File: config.mk
export PLATFORM = sky130hd
export DESIGN_NAME = coin_renderer
export DESIGN_NICKNAME = d
export VERILOG_FILES = /design/src/rtl/coin_pkg.sv /design/src/rtl/coin_sprite_walker.sv /design/src/rtl/coin_renderer.sv
export SDC_FILE = /design/constraint.sdc
export NUM_CORES = 1
export LEC_CHECK = 0
export CAP_MARGIN = 10
export CORE_ASPECT_RATIO = 0.7
export CORE_UTILIZATION = 38
export DETAILED_ROUTE_END_ITERATION = 8
export PLACE_DENSITY = 0.59
export SYNTH_ARGS = -nofsm -noshare
export SYNTH_HDL_FRONTEND = slang
export SYNTH_SLANG_ARGS = --single-unit
File: constraint.sdc
create_clock -name clk -period 4.5 [get_ports clk]
set_clock_uncertainty 0.05 [all_clocks]
set_input_delay 0.9 -clock clk [delete_from_list [all_inputs] [get_ports clk]]
set_output_delay 0.9 -clock clk [all_outputs]
set_load 0.02 [all_outputs]
File: src/rtl/coin_pkg.sv
// Shared coin-table definitions: entry layout, screen bounds, colours and renderer states.
// Used by both the coin renderer and the collision/point logic.
package coin_pkg;

  localparam int NUM_COINS  = 10;
  localparam int COIN_W     = 4;
  localparam int COIN_H     = 4;

  localparam int EXISTS_BIT = 15;
  localparam int X_MSB      = 14;
  localparam int X_LSB      = 7;
  localparam int Y_MSB      = 6;
  localparam int Y_LSB      = 0;

  localparam int SCREEN_W   = 160;
  localparam int SCREEN_H   = 120;

  localparam logic [2:0] COIN_COLOUR = 3'b110;
  localparam logic [2:0] BG_COLOUR   = 3'b000;

  typedef enum logic [2:0] {
    ST_IDLE,
    ST_FETCH,
    ST_WAIT,
    ST_LATCH,
    ST_DRAW,
    ST_NEXT,
    ST_DONE
  } render_state_e;

  typedef struct packed {
    logic       exists;
    logic [7:0] x;
    logic [6:0] y;
  } coin_entry_t;

  function automatic coin_entry_t unpack_entry(input logic [15:0] word);
    coin_entry_t e;
    e.exists = word[EXISTS_BIT];
    e.x      = word[X_MSB:X_LSB];
    e.y      = word[Y_MSB:Y_LSB];
    return e;
  endfunction

endpackage

File: src/rtl/coin_sprite_walker.sv
// Steps (dx,dy) across one coin sprite in raster order and presents the pixel it moves to:
// origin sum, off-screen clip flag, and a flag marking the sprite's final pixel.
module coin_sprite_walker #(
  parameter int COIN_W = coin_pkg::COIN_W,
  parameter int COIN_H = coin_pkg::COIN_H
) (
  input  logic       clk,
  input  logic       resetn,
  input  logic       init,
  input  logic       step,
  input  logic [7:0] org_x,
  input  logic [6:0] org_y,
  output logic [7:0] nxt_x,
  output logic [6:0] nxt_y,
  output logic       nxt_clip,
  output logic       last
);
  import coin_pkg::*;

  localparam int DXW = (COIN_W > 1) ? $clog2(COIN_W) : 1;
  localparam int DYW = (COIN_H > 1) ? $clog2(COIN_H) : 1;
  localparam logic [DXW-1:0] DX_MAX = DXW'(COIN_W - 1);
  localparam logic [DYW-1:0] DY_MAX = DYW'(COIN_H - 1);

  logic [DXW-1:0] dx_q, dx_d;
  logic [DYW-1:0] dy_q, dy_d;
  logic [8:0]     sum_x;
  logic [7:0]     sum_y;

  // dx_q/dy_q always name the pixel currently held at the renderer outputs.
  always_comb begin
    dx_d = dx_q;
    dy_d = dy_q;
    if (init) begin
      dx_d = '0;
      dy_d = '0;
    end else if (step) begin
      if (dx_q == DX_MAX) begin
        dx_d = '0;
        dy_d = dy_q + 1'b1;
      end else begin
        dx_d = dx_q + 1'b1;
      end
    end
  end

  // Sums are one bit wider than the screen coordinates so overflow is clipped, never wrapped.
  assign sum_x    = {1'b0, org_x} + 9'(dx_d);
  assign sum_y    = {1'b0, org_y} + 8'(dy_d);
  assign nxt_clip = (sum_x >= 9'(SCREEN_W)) || (sum_y >= 8'(SCREEN_H));
  assign nxt_x    = sum_x[7:0];
  assign nxt_y    = sum_y[6:0];
  assign last     = (dx_q == DX_MAX) && (dy_q == DY_MAX);

  always_ff @(posedge clk) begin
    if (!resetn) begin
      dx_q <= '0;
      dy_q <= '0;
    end else begin
      dx_q <= dx_d;
      dy_q <= dy_d;
    end
  end

endmodule

File: src/rtl/coin_renderer.sv
// Scans the coin table once per start pulse and streams each live coin's sprite as pixel writes.
// Define COIN_RENDER_ERASE_EN to also draw empty entries in the background colour.
module coin_renderer #(
  parameter int         NUM_COINS   = coin_pkg::NUM_COINS,
  parameter int         COIN_W      = coin_pkg::COIN_W,
  parameter int         COIN_H      = coin_pkg::COIN_H,
  parameter logic [2:0] COIN_COLOUR = coin_pkg::COIN_COLOUR,
  parameter logic [2:0] BG_COLOUR   = coin_pkg::BG_COLOUR
) (
  input  logic        clk,
  input  logic        resetn,
  input  logic        start,
  output logic        busy,
  output logic        done,
  output logic [4:0]  mem_addr,
  input  logic [15:0] mem_q,
  output logic [7:0]  pix_x,
  output logic [6:0]  pix_y,
  output logic [2:0]  pix_colour,
  output logic        pix_valid,
  input  logic        pix_ready
);
  import coin_pkg::*;

`ifdef COIN_RENDER_ERASE_EN
  localparam bit ERASE_EN = 1'b1;
`else
  localparam bit ERASE_EN = 1'b0;
`endif

  render_state_e state_q, state_d;
  logic [4:0]    index_q, index_d;
  logic [4:0]    mem_addr_q, mem_addr_d;
  logic          busy_q, busy_d;
  logic          done_q, done_d;
  logic          pix_valid_q, pix_valid_d;
  logic [7:0]    pix_x_q, pix_x_d;
  logic [6:0]    pix_y_q, pix_y_d;
  logic [2:0]    pix_colour_q, pix_colour_d;
  logic          exists_q, exists_d;
  logic [7:0]    cx_q, cx_d;
  logic [6:0]    cy_q, cy_d;

  coin_entry_t   ent;
  logic          adv;
  logic          w_init, w_step, w_clip, w_last;
  logic [7:0]    w_org_x, w_nxt_x;
  logic [6:0]    w_org_y, w_nxt_y;

  assign ent = unpack_entry(mem_q);

  // A held pixel advances on handshake; a clipped slot (valid low) advances unconditionally.
  assign adv     = !pix_valid_q || pix_ready;
  assign w_init  = (state_q == ST_LATCH);
  assign w_step  = (state_q == ST_DRAW) && adv && !w_last;
  assign w_org_x = w_init ? ent.x : cx_q;
  assign w_org_y = w_init ? ent.y : cy_q;

  coin_sprite_walker #(
    .COIN_W (COIN_W),
    .COIN_H (COIN_H)
  ) u_walker (
    .clk      (clk),
    .resetn   (resetn),
    .init     (w_init),
    .step     (w_step),
    .org_x    (w_org_x),
    .org_y    (w_org_y),
    .nxt_x    (w_nxt_x),
    .nxt_y    (w_nxt_y),
    .nxt_clip (w_clip),
    .last     (w_last)
  );

  always_comb begin
    state_d      = state_q;
    index_d      = index_q;
    mem_addr_d   = mem_addr_q;
    busy_d       = busy_q;
    done_d       = 1'b0;
    pix_valid_d  = pix_valid_q;
    pix_x_d      = pix_x_q;
    pix_y_d      = pix_y_q;
    pix_colour_d = pix_colour_q;
    exists_d     = exists_q;
    cx_d         = cx_q;
    cy_d         = cy_q;

    case (state_q)
      ST_IDLE: begin
        if (start) begin
          state_d    = ST_FETCH;
          index_d    = '0;
          mem_addr_d = '0;
          busy_d     = 1'b1;
        end
      end
      ST_FETCH: state_d = ST_WAIT;
      ST_WAIT:  state_d = ST_LATCH;
      ST_LATCH: begin
        exists_d = ent.exists;
        cx_d     = ent.x;
        cy_d     = ent.y;
        if (ent.exists || ERASE_EN) begin
          state_d     = ST_DRAW;
          pix_valid_d = !w_clip;
          // Clipped slots keep the old payload so a wrapped coordinate never shows.
          if (!w_clip) begin
            pix_x_d      = w_nxt_x;
            pix_y_d      = w_nxt_y;
            pix_colour_d = ent.exists ? COIN_COLOUR : BG_COLOUR;
          end
        end else begin
          state_d = ST_NEXT;
        end
      end
      ST_DRAW: begin
        if (adv) begin
          if (w_last) begin
            state_d     = ST_NEXT;
            pix_valid_d = 1'b0;
          end else begin
            pix_valid_d = !w_clip;
            if (!w_clip) begin
              pix_x_d      = w_nxt_x;
              pix_y_d      = w_nxt_y;
              pix_colour_d = exists_q ? COIN_COLOUR : BG_COLOUR;
            end
          end
        end
      end
      ST_NEXT: begin
        if (index_q == 5'(NUM_COINS - 1)) begin
          state_d = ST_DONE;
          busy_d  = 1'b0;
          done_d  = 1'b1;
        end else begin
          state_d    = ST_FETCH;
          index_d    = index_q + 5'd1;
          mem_addr_d = index_q + 5'd1;
        end
      end
      ST_DONE:  state_d = ST_IDLE;
      default:  state_d = ST_IDLE;
    endcase
  end

  always_ff @(posedge clk) begin
    if (!resetn) begin
      state_q      <= ST_IDLE;
      index_q      <= '0;
      mem_addr_q   <= '0;
      busy_q       <= 1'b0;
      done_q       <= 1'b0;
      pix_valid_q  <= 1'b0;
      pix_x_q      <= '0;
      pix_y_q      <= '0;
      pix_colour_q <= '0;
      exists_q     <= 1'b0;
      cx_q         <= '0;
      cy_q         <= '0;
    end else begin
      state_q      <= state_d;
      index_q      <= index_d;
      mem_addr_q   <= mem_addr_d;
      busy_q       <= busy_d;
      done_q       <= done_d;
      pix_valid_q  <= pix_valid_d;
      pix_x_q      <= pix_x_d;
      pix_y_q      <= pix_y_d;
      pix_colour_q <= pix_colour_d;
      exists_q     <= exists_d;
      cx_q         <= cx_d;
      cy_q         <= cy_d;
    end
  end

  assign busy       = busy_q;
  assign done       = done_q;
  assign mem_addr   = mem_addr_q;
  assign pix_valid  = pix_valid_q;
  assign pix_x      = pix_x_q;
  assign pix_y      = pix_y_q;
  assign pix_colour = pix_colour_q;

endmodule

Word-level counts from Yosys, hierarchy flattened
Cells that the tools add are included.

Logic and storage cells: 97. Flip-flop bits (word level): 49.

Reduce and logical (&&, ||, !) cells: 18. Muxes and demuxes: 42. Eq/ne operators: 17. Add/sub/neg operators: 5. Magnitude comparators: 2.

Operator list (count): two-way mux 8 bit (5); two-way mux 7 bit (5); two-way mux 3 bit (10); != test 2 bit, second input constant (9); case mux 3 bit (6 select lines) (1); case mux 8 bit (2 select lines) (1); case mux 7 bit (2 select lines) (1); two-way mux 2 bit (6); AND reduction 3 bit (4); two-way mux 5 bit (2); case mux 5 bit (2 select lines) (1); adder 8 x 2 -> 9 bit (1); >= comparator 9 x 8 -> 1 bit, second input constant (1); adder 7 x 2 -> 8 bit (1); >= comparator 8 x 7 -> 1 bit, second input constant (1); two-way mux 1 bit (7); == test 3 x 2 -> 1 bit, second input constant (2); == test 3 bit, second input constant (2); case mux 3 bit (2 select lines) (1); AND reduction 6 bit (1); adder 5 x 1 -> 5 bit, second input constant (1); == test 5 x 4 -> 1 bit, second input constant (1); adder 2 x 1 -> 2 bit, second input constant (2); == test 2 bit, second input constant (2); 9 further kinds (16).

Longest topological paths before layout
Gate-level depths: netlist (run 1).

Depth in word-level cells: 13. Depth in mapped cells: 17. Gate-level depth less buffers: 16.

By module
Synthesis (run 1) repeated with hierarchy kept, for this count alone.

Cell total of the unflattened synthesis: 297. Area total of the unflattened synthesis: 2497.4 um^2.

By module, submodules not included: coin_renderer (seq. area each 860.8 um^2, cells each 225, area an instance 1926.8 um^2, times used 1); coin_sprite_walker (seq. area each 80.1 um^2, cells each 72, area an instance 570.5 um^2, times used 1).

Worst setup path before layout (run 1)
No wires, ideal clock.

Kind: input-to-reg. Start point: input pix_ready. End point: register pix_y_q[6], in the netlist pix_y[6]. Buffers on the path: 0. Setup time: 0.071 ns. Data arrival time: 3.504 ns. Path slack: 0.875 ns. Cell stages on the path: 14. Cell sequence: nand2b_1 and3_1 nand2_1 xor2_1 nor2_1 ha_1 inv_1 fa_1 nand2_1 nor2_1 nor4b_1 o21ai_1 or4_1 a21oi_1.

Longest elaborated chain between the ends: 12. Elaborated cells between the ends (all ways): 19.

Ends and longest elaborated chain: start: declaration (RTL line coin_renderer.sv:21) `input logic pix_ready`; logical OR 1 bit * (RTL line coin_renderer.sv:53) `assign adv = !pix_valid_q || pix_ready;`; logical AND 1 bit * (2 in series) (RTL line coin_renderer.sv:55) `assign w_step = (state_q == ST_DRAW) && adv && !w_last;`; two-way mux 2 bit * (RTL line coin_sprite_walker.sv:37) `end else if (step) begin`; two-way mux 2 bit * (RTL line coin_sprite_walker.sv:34) `if (init) begin`; via u_walker.dy_d[0] (RTL line coin_sprite_walker.sv:26) `logic [DYW-1:0] dy_q, dy_d;`; adder 7 x 2 -> 8 bit * (RTL line coin_sprite_walker.sv:49) `assign sum_y = {1'b0, org_y} + 8'(dy_d);`; >= comparator 8 x 7 -> 1 bit (RTL line coin_sprite_walker.sv:50) `assign nxt_clip = (sum_x >= 9'(SCREEN_W)) || (sum_y >= 8'(SCREEN_H));`; logical OR 1 bit (RTL line coin_sprite_walker.sv:50); two-way mux 7 bit * (RTL line coin_renderer.sv:108, coin_renderer.sv:124); two-way mux 7 bit (RTL line coin_renderer.sv:119) `if (w_last) begin`; two-way mux 7 bit (RTL line coin_renderer.sv:118) `if (adv) begin`; case mux 7 bit (2 select lines) * (RTL line coin_renderer.sv:89) `case (state_q)`; end signal: assignment (RTL line coin_renderer.sv:170) `pix_y_q <= pix_y_d;`; end: declaration (RTL line coin_renderer.sv:38) `logic [6:0] pix_y_q, pix_y_d;`.

Mark *: on every way through the listed nets, which the timed path passes. The rest lies on a longest branch. The select of a mux whose other input is x is not followed. A chain may end at the register's enable or synchronous reset.

Final worst setup path (run 1)
Start point: input pix_ready. End point: register pix_x_q[6], in the netlist pix_x[6].

Longest elaborated chain between the ends: 12. Elaborated cells between the ends (all ways): 19.

Ends and longest elaborated chain: logical OR 1 bit * (RTL line coin_renderer.sv:53); logical AND 1 bit * (2 in series) (RTL line coin_renderer.sv:55); two-way mux 2 bit * (RTL line coin_sprite_walker.sv:37); two-way mux 2 bit * (RTL line coin_sprite_walker.sv:34); via u_walker.dy_d[0] (RTL line coin_sprite_walker.sv:26); adder 7 x 2 -> 8 bit * (RTL line coin_sprite_walker.sv:49); >= comparator 8 x 7 -> 1 bit * (RTL line coin_sprite_walker.sv:50); logical OR 1 bit * (RTL line coin_sprite_walker.sv:50); two-way mux 8 bit * (RTL line coin_renderer.sv:108, coin_renderer.sv:124); two-way mux 8 bit (RTL line coin_renderer.sv:119); two-way mux 8 bit (RTL line coin_renderer.sv:118); case mux 8 bit (2 select lines) * (RTL line coin_renderer.sv:89); end signal: assignment (RTL line coin_renderer.sv:169) `pix_x_q <= pix_x_d;`; end: declaration (RTL line coin_renderer.sv:37) `logic [7:0] pix_x_q, pix_x_d;`.

Marks and branches as above.

==> impl_metrics.csv, run 1 <==
group,metric,value,unit
clock_tree,cts_max_level,2,
pwr,pwr-share-seq,48.1,%
timing,setup_viol,0,
detailed_routing,dr.pass1.iters,4,
clock_tree,post_cts_resized,0,
synthesis,synth_edf_count,0,
timing,worst_slew_pin_slew,0.583,ns
global_route,grt_pass1_wl,9750,um
detailed_routing,routed_wl,5940,um
clock_tree,cts_num_sinks,47,
pwr,p_int,0.688,mW
synthesis,ys_types,56,
die,io_pins,46,
timing,rsz0062_at_grt,"no",
timing,whs,0.414,ns
timing,hold_viol_final,0,
synthesis,yosys_warnings,0,
critical_path,crit_family,"simple AND/OR/NAND/NOR gates",
timing,fmax,0.253,GHz
synthesis,syn_avg_cell_area,8.77,um^2
pwr,p_sw,0.262,mW
cells_and_area,drive_gt1_share,11.9,%
critical_path,cp.arrival,4.14,ns
detailed_routing,ant_nets,0,
detailed_routing,vias_per_cell,5.06,
critical_path,worstSetupPathType,"in -> reg",
synthesis,ys_seq_elements,47,
global_route,grt_max_degree,29,
worst_hold_path,min_path_cells,2,
detailed_routing,routedWlPerCell,13.9,um
global_route,grt_pass1_vias,1947,
clock_tree,cts_root_buffer,"clkbuf_8",
synthesis,netlist_area,2600,um^2
clock_tree,cts_buffer_depth,2,
synthesis,ys.flop_type,"dfxtp_1",
pwr,p_leak,1.16,nW
placed_design,dp_hpwl,4410,um
clock_tree,cts_tree,"done",
synthesis,synth_nets,325,
detailed_routing,drtIter0Drc,125,
pwr,powerDensity,298,nW/um^2
die,fp.dieW,101,um
critical_path,start_kind,"input port",
worst_hold_path,min_to,"pix_x[5]",
global_route,antenna_found_initial,0,
clock_tree,cts_made_buffers,5,
detailed_routing,vias,2167,
timing,min_period,3.95,ns
critical_path,cp_slowest_cell,"clkdlybuf4s50_1",
synthesis,seq_area_frac_synth,36.2,%
critical_path,r2r_slack,0.73,ns
pwr,swShare,27.6,%
placed_design,numPortBuffers,44,
cells_and_area,nets,365,
critical_path,r2r_cells,15,
clock_tree,path_clk_slew,0.09,ns
clock_tree,insertion_delay,0.30,ns
pwr,p_comb_share,17.3,%
die,core,6400,um^2
flow_run,drv_cap,0,
critical_path,cp_cell_sequence,"clkdlybuf4s50_1, nand2b_1, and3_1, nand2_1, xor2_1, nor2_1, ha_1, inv_1, fa_1, nand2_1, nor2_1, nor4b_1, o21a_1, buf_4, o2111ai_1, a21oi_1",
critical_path,cp_max_fo,10,
critical_path,critPathMaxStageDelay,0.47,ns
die,rows,24,
die,start_util,40.6,%
placed_design,postPlaceCellArea,3080,um^2
global_route,grt_use_total,17.8,%
timing,fin_crit_sh,87.8,%
critical_path,cp.required,4.69,ns
cells_and_area,layout_commonest_cell,"dfxtp_1",
critical_path,critical_path_buf_inv_count,3,
worst_hold_path,hold_start,"pix_x[5]",
cells_and_area,syn_to_final_growth,23.0,%
synthesis,synthCells,296,
run_status,status,"complete, no violations",
synthesis,async_flop_share,0,%
die,dieArea,7170,um^2
cells_and_area,mostFrequentLayoutCells,"47 x dfxtp_1, 44 x clkdlybuf4s50_1, 36 x nor2_1",
timing,slew_headroom,60.6,%
die,die_h,71.2,um
cells_and_area,fillers,639,
critical_path,worst_setup_path_end_kind,"flop",
pwr,ir_drop,144,uV
critical_path,regToRegEndpoint,"pix_x[6]",
detailed_routing,drc,0,
cells_and_area,fin_area,3190,um^2
global_route,grt-ovfl-total,0,
timing,slew_viol_final,0,
worst_hold_path,hold_path_class,"reg -> reg",
clock_tree,cts_hold_buffers,0,
timing,setup_tns,0,ns
placed_design,gp_congestion,0.770,
clock_tree,cts_setup_buffers,0,
cells_and_area,antennaDiodeCount,0,
critical_path,reg2reg_from,"state_q[2]",
pwr,p_clk_share,34.6,%
==> power groups by stage <==
| stage | sequential [mW] | combinational [mW] | clock (mW) |
|---|---|---|---|
| 3_3_place_gp | 0.467 | 0.164 | 0 |
| 5_1_grt | 0.461 | 0.183 | 0.361 |
| 2_1_floorplan | 0.464 | 0.113 | 0 |
| 4_1_cts | 0.457 | 0.166 | 0.340 |
| 6_report | 0.457 | 0.164 | 0.329 |
| 3_5_place_dp | 0.467 | 0.165 | 0 |
==> Yosys cell counts (3+ instances only) <==
master / count / area share [%]
nand2b_1: 5 / 1.2
mux2i_1: 12 / 4.6
buf_4: 4 / 1.2
o21ai_0: 6 / 1.2
ha_1: 8 / 3.9
clkbuf_1: 6 / 0.87
nand3b_1: 4 / 1.2
inv_1: 8 / 1.2
a21oi_2: 5 / 1.7
a21oi_1: 22 / 4.2
dfxtp_1: 47 / 36
buf_6: 3 / 1.3
nand3_1: 16 / 3.1
o21ai_2: 10 / 3.4
nand4_1: 4 / 0.96
xor2_1: 7 / 2.4
a211oi_1: 4 / 1.2
nand2_1: 25 / 3.6
xnor2_1: 8 / 2.7
nor2_1: 36 / 5.2
nor3_1: 10 / 1.9
o21ai_1: 4 / 0.77
==> worst max-delay path by stage <==
stage / slack [ns] / start / to / depth (start not counted)
after global routing: 0.23 / pix_ready / pix_x[6] / 16
after floorplan: 0.88 / pix_ready / pix_y[6] / 14
after CTS: 0.56 / pix_ready / pix_y[6] / 15
after global placement: 0.30 / pix_ready / pix_y[6] / 15
final: 0.55 / pix_ready / pix_x[6] / 16
after detailed placement: 0.25 / pix_ready / pix_x[6] / 16
==> per-layer routing <==
metal	up-vias	global-route usage, %	part of all wire [%]
met4	0	5.80	0.81
met5	-	0	0
met2	52	25.2	42
li1	1121	-	-
met3	5	3.36	4.5
met1	989	27.0	53
==> sequential cells by signal, indices dropped and copies added, names as in the netlist, 2 cells and up <==
| name | flops |
|---|---|
| cy_q | 7 |
| pix_x | 8 |
| u_walker.dy_q | 2 |
| state_q | 3 |
| pix_y | 7 |
| u_walker.dx_q | 2 |
| cx_q | 8 |
| mem_addr | 5 |
==> worst reg2reg max path: stages, from the launching register on <==
cell	delay, ns
dfxtp_1	0.56
nor3b_4	0.38
and3_1	0.31
nand2_1	0.11
xor2_1	0.16
nor2_1	0.11
ha_1	0.18
inv_1	0.05
fa_1	0.46
nand2_1	0.10
nor2_1	0.04
nor4b_1	0.33
o21a_1	0.40
buf_4	0.19
o2111ai_1	0.09
a21oi_1	0.16
==> kinds of logic after synthesis <==
family,count (synthesis),share of synthesized area (%)
AOI/OAI and AO/OA,66,17.8
xor gates and xnor gates,15,5.06
adders and majority gates,9,4.63
buffers and inverters,25,5.78
DFF,47,36.2
muxes,16,7.33
other,1,0.144
and+or+nand+nor,117,23.0
==> metrics by stage <==
| step | utilization [%] | cells | setup slack [ns] | total power [mW] |
|---|---|---|---|---|
| 6_report | 49.9 | 428 | 0.548 | 0.951 |
| 5_1_grt | 49.9 | 428 | 0.232 | 1.01 |
| 4_1_cts | 49.9 | 428 | 0.564 | 0.963 |
| 3_5_place_dp | 48.1 | 420 | 0.253 | 0.632 |
| 3_3_place_gp | 48.1 | 420 | 0.298 | 0.631 |
| 2_1_floorplan | - | 296 | 0.875 | 0.578 |
==> final cells by class <==
class	count	area (um^2)	area share (%)
clock inverter	2	35.0	1.10
multi-input combinational	224	1510	47.1
inverter	8	30.0	0.940
clock buffer	6	82.6	2.59
sequential	47	941	29.5
timing repair buffer	50	485	15.2
tap	91	114	3.57
Note: power is estimated with default switching activity, not from simulation.
==> inputs of run 2 (changes only) <==
--- a/config.mk
+++ b/config.mk
@@ -10,6 +10,7 @@
 export CORE_UTILIZATION = 38
 export DETAILED_ROUTE_END_ITERATION = 8
 export PLACE_DENSITY = 0.59
+export SLEW_MARGIN = 10
 export SYNTH_ARGS = -nofsm -noshare
 export SYNTH_HDL_FRONTEND = slang
 export SYNTH_SLANG_ARGS = --single-unit
==> results of run 2 <==
Final layout, timing and power as in run 1 (identical DEF).
==> inputs of run 3 (changes only) <==
--- a/config.mk
+++ b/config.mk
@@ -5,7 +5,6 @@
 export SDC_FILE = /design/constraint.sdc
 export NUM_CORES = 1
 export LEC_CHECK = 0
-export CAP_MARGIN = 10
 export CORE_ASPECT_RATIO = 0.7
 export CORE_UTILIZATION = 38
 export DETAILED_ROUTE_END_ITERATION = 8
==> results of run 3 <==
Final layout, timing and power as in run 1 (identical DEF).
